==> src/rtl/shift_seq_unit.sv <==
// Sequential shift unit: captures one of N_SRC operands on start, then shifts or
// rotates it one bit per cycle for shamt cycles and pulses done on completion.
module shift_seq_unit #(
    parameter int WIDTH   = 32,
    parameter int N_SRC   = 4,
    parameter int SEL_W   = $clog2(N_SRC),
    parameter int SHAMT_W = $clog2(WIDTH)
) (
    input  logic                   clk,
    input  logic                   reset,
    input  logic                   start,
    input  logic [SEL_W-1:0]       src_sel,
    input  logic [N_SRC*WIDTH-1:0] data_in,
    input  logic [SHAMT_W-1:0]     shamt,
    input  logic [2:0]             op,
    output logic                   busy,
    output logic                   done,
    output logic [WIDTH-1:0]       data_out
);

    typedef enum logic [1:0] {
        S_IDLE,
        S_SHIFT,
        S_DONE
    } state_t;

    typedef enum logic [2:0] {
        OP_LOAD = 3'b000,
        OP_SLL  = 3'b001,
        OP_SRL  = 3'b010,
        OP_SRA  = 3'b011,
        OP_ROL  = 3'b100,
        OP_ROR  = 3'b101,
        OP_RSV6 = 3'b110,
        OP_RSV7 = 3'b111
    } op_t;

    state_t             r_state;
    state_t             w_state_nxt;
    op_t                r_op;
    op_t                w_op_nxt;
    op_t                w_op_in;
    logic [WIDTH-1:0]   r_data;
    logic [WIDTH-1:0]   w_data_nxt;
    logic [WIDTH-1:0]   w_src;
    logic [WIDTH-1:0]   w_step;
    logic [SHAMT_W-1:0] r_cnt;
    logic [SHAMT_W-1:0] w_cnt_nxt;
    logic               w_load_class;

    assign w_op_in = op_t'(op);

    // Out-of-range indices fall through to the all-zero default.
    always_comb begin
        w_src = '0;
        for (int unsigned i = 0; i < N_SRC; i++) begin
            if (32'(src_sel) == i) begin
                w_src = data_in[i*WIDTH +: WIDTH];
            end
        end
    end

    always_comb begin
        w_load_class = (w_op_in == OP_LOAD) || (w_op_in == OP_RSV6) ||
                       (w_op_in == OP_RSV7);
    end

    // Single-bit step applied once per SHIFT cycle using the latched op.
    always_comb begin
        w_step = r_data;
        case (r_op)
            OP_SLL:  w_step = {r_data[WIDTH-2:0], 1'b0};
            OP_SRL:  w_step = {1'b0, r_data[WIDTH-1:1]};
            OP_SRA:  w_step = {r_data[WIDTH-1], r_data[WIDTH-1:1]};
            OP_ROL:  w_step = {r_data[WIDTH-2:0], r_data[WIDTH-1]};
            OP_ROR:  w_step = {r_data[0], r_data[WIDTH-1:1]};
            default: w_step = r_data;
        endcase
    end

    always_comb begin
        w_state_nxt = r_state;
        w_data_nxt  = r_data;
        w_cnt_nxt   = r_cnt;
        w_op_nxt    = r_op;
        case (r_state)
            S_IDLE: begin
                if (start) begin
                    w_data_nxt = w_src;
                    w_cnt_nxt  = shamt;
                    w_op_nxt   = w_op_in;
                    if ((shamt == '0) || w_load_class) begin
                        w_state_nxt = S_DONE;
                    end else begin
                        w_state_nxt = S_SHIFT;
                    end
                end
            end
            S_SHIFT: begin
                w_data_nxt = w_step;
                w_cnt_nxt  = r_cnt - 1'b1;
                if (r_cnt == SHAMT_W'(1)) begin
                    w_state_nxt = S_DONE;
                end
            end
            S_DONE: begin
                w_state_nxt = S_IDLE;
            end
            default: begin
                w_state_nxt = S_IDLE;
            end
        endcase
    end

    always_ff @(posedge clk) begin
        if (!reset) begin
            r_state <= S_IDLE;
            r_data  <= '0;
            r_cnt   <= '0;
            r_op    <= OP_LOAD;
        end else begin
            r_state <= w_state_nxt;
            r_data  <= w_data_nxt;
            r_cnt   <= w_cnt_nxt;
            r_op    <= w_op_nxt;
        end
    end

    assign busy     = (r_state != S_IDLE);
    assign done     = (r_state == S_DONE);
    assign data_out = r_data;

endmodule

==> config.mk <==
export PLATFORM = sky130hd
export DESIGN_NAME = shift_seq_unit
export DESIGN_NICKNAME = d
export VERILOG_FILES = /design/src/rtl/shift_seq_unit.sv
export SDC_FILE = /design/constraint.sdc
export NUM_CORES = 1
export LEC_CHECK = 0
export CAP_MARGIN = 20
export CORE_MARGIN = 3
export CORE_UTILIZATION = 40
export DETAILED_ROUTE_END_ITERATION = 12
export PLACE_DENSITY = 0.83
export SLEW_MARGIN = 20
export SYNTH_ARGS = -nofsm -noshare
export SYNTH_HDL_FRONTEND = slang
export SYNTH_SLANG_ARGS = --single-unit
==> constraint.sdc <==
create_clock -name clk -period 4.6 [get_ports clk]
set_input_delay 0.69 -clock clk [delete_from_list [all_inputs] [get_ports clk]]
set_output_delay 0.69 -clock clk [all_outputs]
set_load 0.005 [all_outputs]
==> reports/metrics.csv, run 1 <==
metric;value;unit
Initial Util;41.7;%
Clk pin slew, worst setup/hold paths;0.08;ns
crit-path max cell delay;1.00;ns
port bufs;174;
Max IR drop VDD;0.180;mV
DP Worst Slack;1.42;ns
EDFF count, synth;0;
Clock Skew;0.00527;ns
Max Buffers Root-to-Sink;2;
placed cell areas;0.00533;mm^2
R2R cell count;6;
type of the most critical hold path;flip-flop to flip-flop;
slew margin rel.;28.1;%
RSZ-0062 raised after global routing;no;
overall routing resource usage;22.4;%
mux cell area share after synthesis;19.0;%
Layout Nets;744;
post-route setup TNS;0;ns
CP Cell Sequence;inv_1 -> ha_2 -> nor3b_4 -> a221oi_1 -> a221o_1 -> a31oi_1;
slowest cell on the critical path;nor3b_4;
Die Area;0.0104;mm^2
post-synth cell types;45;
Top delay family on crit path;simple AND/OR/NAND/NOR gates;
root buffer cell;clkbuf_8;
proportion of layout cells with a drive suffix above 1;5.66;%
Final Hold Fails;0;
core area;0.00881;mm^2
vias per cell;5.96;
Hold Startpoint;data_out[27];
wire per inst;17.4;um
Static Leak;0.00199;uW
endpoint class of the critical path;flip-flop;
worst reg2reg setup slack;1.53;ns
Setup crit start kind;flip-flop;
CP bufs+invs;1;
die width;102;um
WHS Path Cells;2;
GRT overflow;0;
CTS buffer count;5;
Vias;4228;
outcome;complete, no violations;
Die Y-Extent;102;um
vias in the first global route;4026;
synth cell count leaders;nand2_1 (55), mux2i_1 (54), dfxtp_1 (42), a31oi_1 (34), inv_1 (33);
Post-CTS Setup Bufs;0;
Synth warnings;0;
post-cts resize count;0;
Synth top area share;22.9;%
Clk Latency, worst-skew pair;0.29;ns
CTS Hold Buffers Added;0;
initial antenna violation count;0;
Least-Margin Pin Slew;1.08;ns
CTS tree;yes;
register area share after synthesis;22.9;%
largest family of logic cells by synthesized area;compound AO/OA/AOI/OAI gates;
Synth Area in Simple Gates;12.3;%
post-synthesis xor/xnor area fraction;0;%
worst r2r dst;data_out[18];
fin crit share;66.6;%
Worst Setup Path Type;flip-flop to flip-flop;
count leader, synth;nand2_1;
Power Dens Cells;250;mW/mm^2
Detailed Place HPWL;8900;um
IO Pins;175;
crit path DAT;3.28;ns
Critical R2R Launch;r_op[1];
Hold Path End;data_out[26];
first-pass GRT wire length;19300;um
Synth area leader;dfxtp_1;
fin crit period;3.07;ns
Post-Syn Instances;467;
Syn Std Cell Area;0.00367;mm^2
Post-Route WL;12400;um
Final Slew Violations;0;
Post-DRT Antenna Nets;0;
final core utilization;61.7;%
highest clock rate;326;MHz
number of max-cap violations;0;
Area contributors post-synth;dfxtp_1 (23%), mux2i_1 (15%), a221o_1 (6.8%);
H-tree levels;2;
syn avg cell area;7.87;um^2
post-route cell area;0.00543;mm^2
Crit Path Max Fanout;54;
Setup WS post-layout;1.53;ns
Final Wtd Congestion;0.896;
ys async rst share;0;%
Adder-Cell Fraction of Synth Area;1.02;%
Layout Area Growth over Synthesis;47.7;%
1st-pass router iterations;5;
final setup fails;0;
syn nets;611;
Total Power;1360;uW
# DRC;0;
row count;34;
Worst Path Required;4.81;ns
DRT iter0 DRCs;208;
Yosys reg bits;42;
largest net degree at the start of global routing;64;
n_diodes;0;
Synth Area in Compound Gates;34.6;%
clock tree sinks;42;
Post-synth top flop;dfxtp_1;
## how the worst max path moves through the flow
stage | start | end | slack [ns] | cells past startpoint
floorplan | r_op[1] | data_out[21] | 2.63 | 9
global placement | start | data_out[26] | 1.58 | 5
detailed placement | start | data_out[5] | 1.42 | 5
CTS | r_op[1] | data_out[18] | 1.51 | 6
global route | r_op[1] | data_out[18] | 1.27 | 6
finish | r_op[1] | data_out[18] | 1.53 | 6
## layout by cell type (no fill, tap or decap), types with 6 or more instances in the layout
cell,count
a21oi_1,7
o21ai_1,25
clkdlybuf4s50_1,173
nor2_1,8
clkbuf_8,6
a22oi_1,8
inv_1,33
a221oi_1,27
a221o_1,25
o22ai_1,26
o21ai_0,9
dfxtp_1,41
mux2_2,12
mux2i_1,54
a31oi_1,34
nand2_1,55
## cell type report
cell class              count  area, um^2
clock buffers               7        86.3
clock inverters             1        5.00
fillers                   759        3380
inverters                  33         124
multi-input cells         341        2470
flip-flops and latches     42         842
well taps                 108         135
repair buffers            177        1760
## per-layer routing
metal,track usage [%],part of all wire (%)
met2,38.9,47
met4,3.23,0.45
met5,0,0
met1,28.7,42
met3,5.87,10
## kinds of logic (layout without fill, tap and decap cells)
group	Yosys count	count (layout)
simple gates	93	93
mux	67	67
buf+inv	84	218
flops	42	42
compound gates	178	178
fa+ha+maj	3	3
## metrics by stage
| step | cells | hold WS [ns] |
|---|---|---|
| 6_report | 709 | 0.517 |
| 5_1_grt | 709 | 0.567 |
| 4_1_cts | 709 | 0.518 |
| 3_5_place_dp | 701 | 0.501 |
| 3_3_place_gp | 701 | 0.503 |
| 2_1_floorplan | 467 | 0.487 |
## worst register-to-register path, stage by stage, from the launching register on
cell      delay (ns)
dfxtp_1         0.53
inv_1           0.10
ha_2            0.62
nor3b_4         1.01
a221oi_1        0.20
a221o_1         0.33
a31oi_1         0.20
## report_power, final
part	leakage [uW]	switching, uW	internal, uW
clock	0.0000482	129	121
combinational	0.00160	254	341
sequential	0.000349	94.9	417
total	0.00199	478	880
## sequential cells by signal, indices dropped and copies added (netlist names)
register,flops
r_cnt,5
r_op,3
r_state,2
data_out,32
(Power assumes the default switching activity.)
==> run 2, diff against run 1 <==
Settings changed: CORE_UTILIZATION 40 to 38, PLACE_DENSITY 0.83 to 0.82.
Clock period 4.6 ns to 2.82 ns, I/O delays scaled along.
==> run 2 against run 1 <==
Compared with the run above:
- sequential share of layout area shrank 0.26 points
- clock-buffer cell count is the same
- worst hold slack gained 0.023 ns
- non-clock buffer count grew 9
- register-to-register slack lost 1.0 ns
- worst setup slack lost 1.0 ns
- first-iteration DRC count grew 71%
- wire length grew 3.5%
- cell area grew 1.7%
- global-route usage shrank 0.19 points
- sequential power grew 63%
- clock skew is essentially flat
- critical endpoint is now data_out[1]
- largest cell class unchanged
==> reports/metrics.csv, run 2 (same netlist as run 1, synthesis figures left out) <==
metric;value;unit;change
Clk Latency, worst-skew pair;0.29;ns;about the same
Vias;4363;;+3.2%
WHS;0.540;ns;+0.0234 ns
fillers;825;;+8.7%
sequential power share;37.8;%;about the same
initial antenna violation count;0;;unchanged
n_diodes;0;;unchanged
CTS Hold Buffers Added;0;;unchanged
Max IR drop VDD;0.277;mV;+54%
row count;35;;+2.9%
crit-path max cell delay;0.60;ns;-0.40 ns
NetSw;783;uW;+64%
Power Internal;1430;uW;+62%
crit path DAT;2.50;ns;-0.78 ns
wire per inst;17.3;um;-0.52%
root buffer cell;clkbuf_8;;
Final Wtd Congestion;0.815;;-9.1%
GRT overflow;0;;unchanged
port bufs;174;;unchanged
Static Leak;0.00203;uW;+2.0%
Detailed Place HPWL;9470;um;+6.4%
CP bufs+invs;2;;+1
post-route cell area;0.00552;mm^2;+1.7%
Die Y-Extent;104;um;+2.4%
multi-input logic area;0.00246;mm^2;-0.40%
Top delay family on crit path;compound AO/OA/AOI/OAI gates;;
register area;842;um^2;unchanged
DRT iter0 DRCs;355;;+71%
fin crit period;2.29;ns;-0.772 ns
first-pass GRT wire length;20400;um;+5.6%
Largest register FFs;32;;unchanged
Max Buffers Root-to-Sink;2;;unchanged
Initial Util;39.4;%;-2.3 points
Final Hold Fails;0;;unchanged
endpoint class of the critical path;flip-flop;;
vias in the first global route;4072;;+1.1%
Least-Margin Pin Slew;0.988;ns;-0.0891 ns
overall routing resource usage;22.2;%;-0.19 points
Post-Route WL;12800;um;+3.5%
highest clock rate;436;MHz;+34%
1st-pass router iterations;5;;unchanged
number of max-cap violations;0;;unchanged
slowest cell on the critical path;ha_2;;
proportion of layout cells with a drive suffix above 1;6.57;%;+0.91 points
IO Pins;175;;unchanged
CTS tree;yes;;
Clock Skew;0.00542;ns;+0.000148 ns
Worst Path Required;3.03;ns;-1.78 ns
post-route setup TNS;0;ns;unchanged
Clk pin slew, worst setup/hold paths;0.08;ns;about the same
# DRC;0;;unchanged
switching share of power;35.4;%;+0.24 points
commonest non-fill, non-tap cell in the layout;clkdlybuf4s50_1;;
Final Slew Violations;0;;unchanged
placed cell areas;0.00545;mm^2;+2.2%
Layout Area Growth over Synthesis;50.3;%;
Worst Setup Path Type;flip-flop to flip-flop;;
CP Cell Sequence;inv_1 -> ha_2 -> buf_4 -> a221oi_1 -> a221o_1 -> a31oi_1;;
worst reg2reg setup slack;0.53;ns;-1.01 ns
largest net degree at the start of global routing;63;;-1.6%
H-tree levels;2;;unchanged
Comb power frac;45.2;%;+1.4 points
Die Area;0.0109;mm^2;+4.9%
post-cts resize count;0;;unchanged
CTS buffer count;5;;unchanged
die width;104;um;+2.4%
clock share of power;16.9;%;-1.5 points
slew margin rel.;34.1;%;+6.0 points
Post-CTS Setup Bufs;0;;unchanged
final setup fails;0;;unchanged
outcome;complete, no violations;;
clock tree sinks;42;;unchanged
Post-DRT Antenna Nets;0;;unchanged
type of the most critical hold path;flip-flop to flip-flop;;
Layout Nets;753;;+1.2%
RSZ-0062 raised after global routing;no;;
core area;0.00933;mm^2;+5.9%
vias per cell;5.91;;-0.86%
Power Dens Cells;400;mW/mm^2;+60%
fin crit share;81.3;%;+15 points
Crit Path Max Fanout;26;;-52%
Setup crit start kind;flip-flop;;
most frequent cells in the layout;clkdlybuf4s50_1 (173), nand2_1 (55), mux2i_1 (54);;
## run 2: cell count changes in the layout (fill, tap and decap cells not counted), sizes merged
cell / previous run / this run
buf: 4 / 13
clkinv: 1 / 0
## run 2: tightest hold or removal path, delay by kind of cell, from the launching register on
kind               cells  cell delay, ns
DFF                    1            0.35
and+or+nand+nor        1            0.07
AOI/OAI and AO/OA      1            0.07
## run 2: layout make-up
class / instances / area share, %
Clock buffer: 7 / 1.38
Inverter: 33 / 2.24
Multi-Input combinational cell: 341 / 44.6
Sequential cell: 42 / 15.2
Tap cell: 129 / 2.92
Timing Repair Buffer: 186 / 33.6
## run 2: routing by layer
layer / global-route usage (%) / part of all wire [%] / vias up / routed length, um
met5: 0 / 0 / - / 0
met4: 4.46 / 1.4 / 0 / 184
met3: 4.90 / 8.4 / 23 / 1080
met2: 39.4 / 50 / 223 / 6450
met1: 27.5 / 40 / 2046 / 5080
li1: - / - / 2071 / -
## run 2: final timing paths
check | start | endpoint | depth (start not counted)
setup / recovery | r_op[1] | data_out[1] | 6
hold / removal | data_out[27] | data_out[26] | 2
setup reg to reg | r_op[1] | data_out[1] | 6
hold reg to reg | data_out[27] | data_out[26] | 2
## run 2: metrics by stage
stage                     setup WS, ns  total power [uW]  instances  util, %
after floorplan                  0.846              1350        467        -
after detailed placement         0.500              1840        731     58.4
after global routing             0.379              2340        738     59.2
after global placement           0.587              1800        731     58.4
after CTS                        0.590              2210        738     59.2
final                            0.527              2210        738     59.2
## run 2: power by group through the flow
stage	clock network (uW)	registers, uW	logic [uW]
3_5_place_dp	0	843	992
3_3_place_gp	0	838	964
5_1_grt	403	853	1080
6_report	374	835	999
4_1_cts	379	831	996
2_1_floorplan	0	790	562
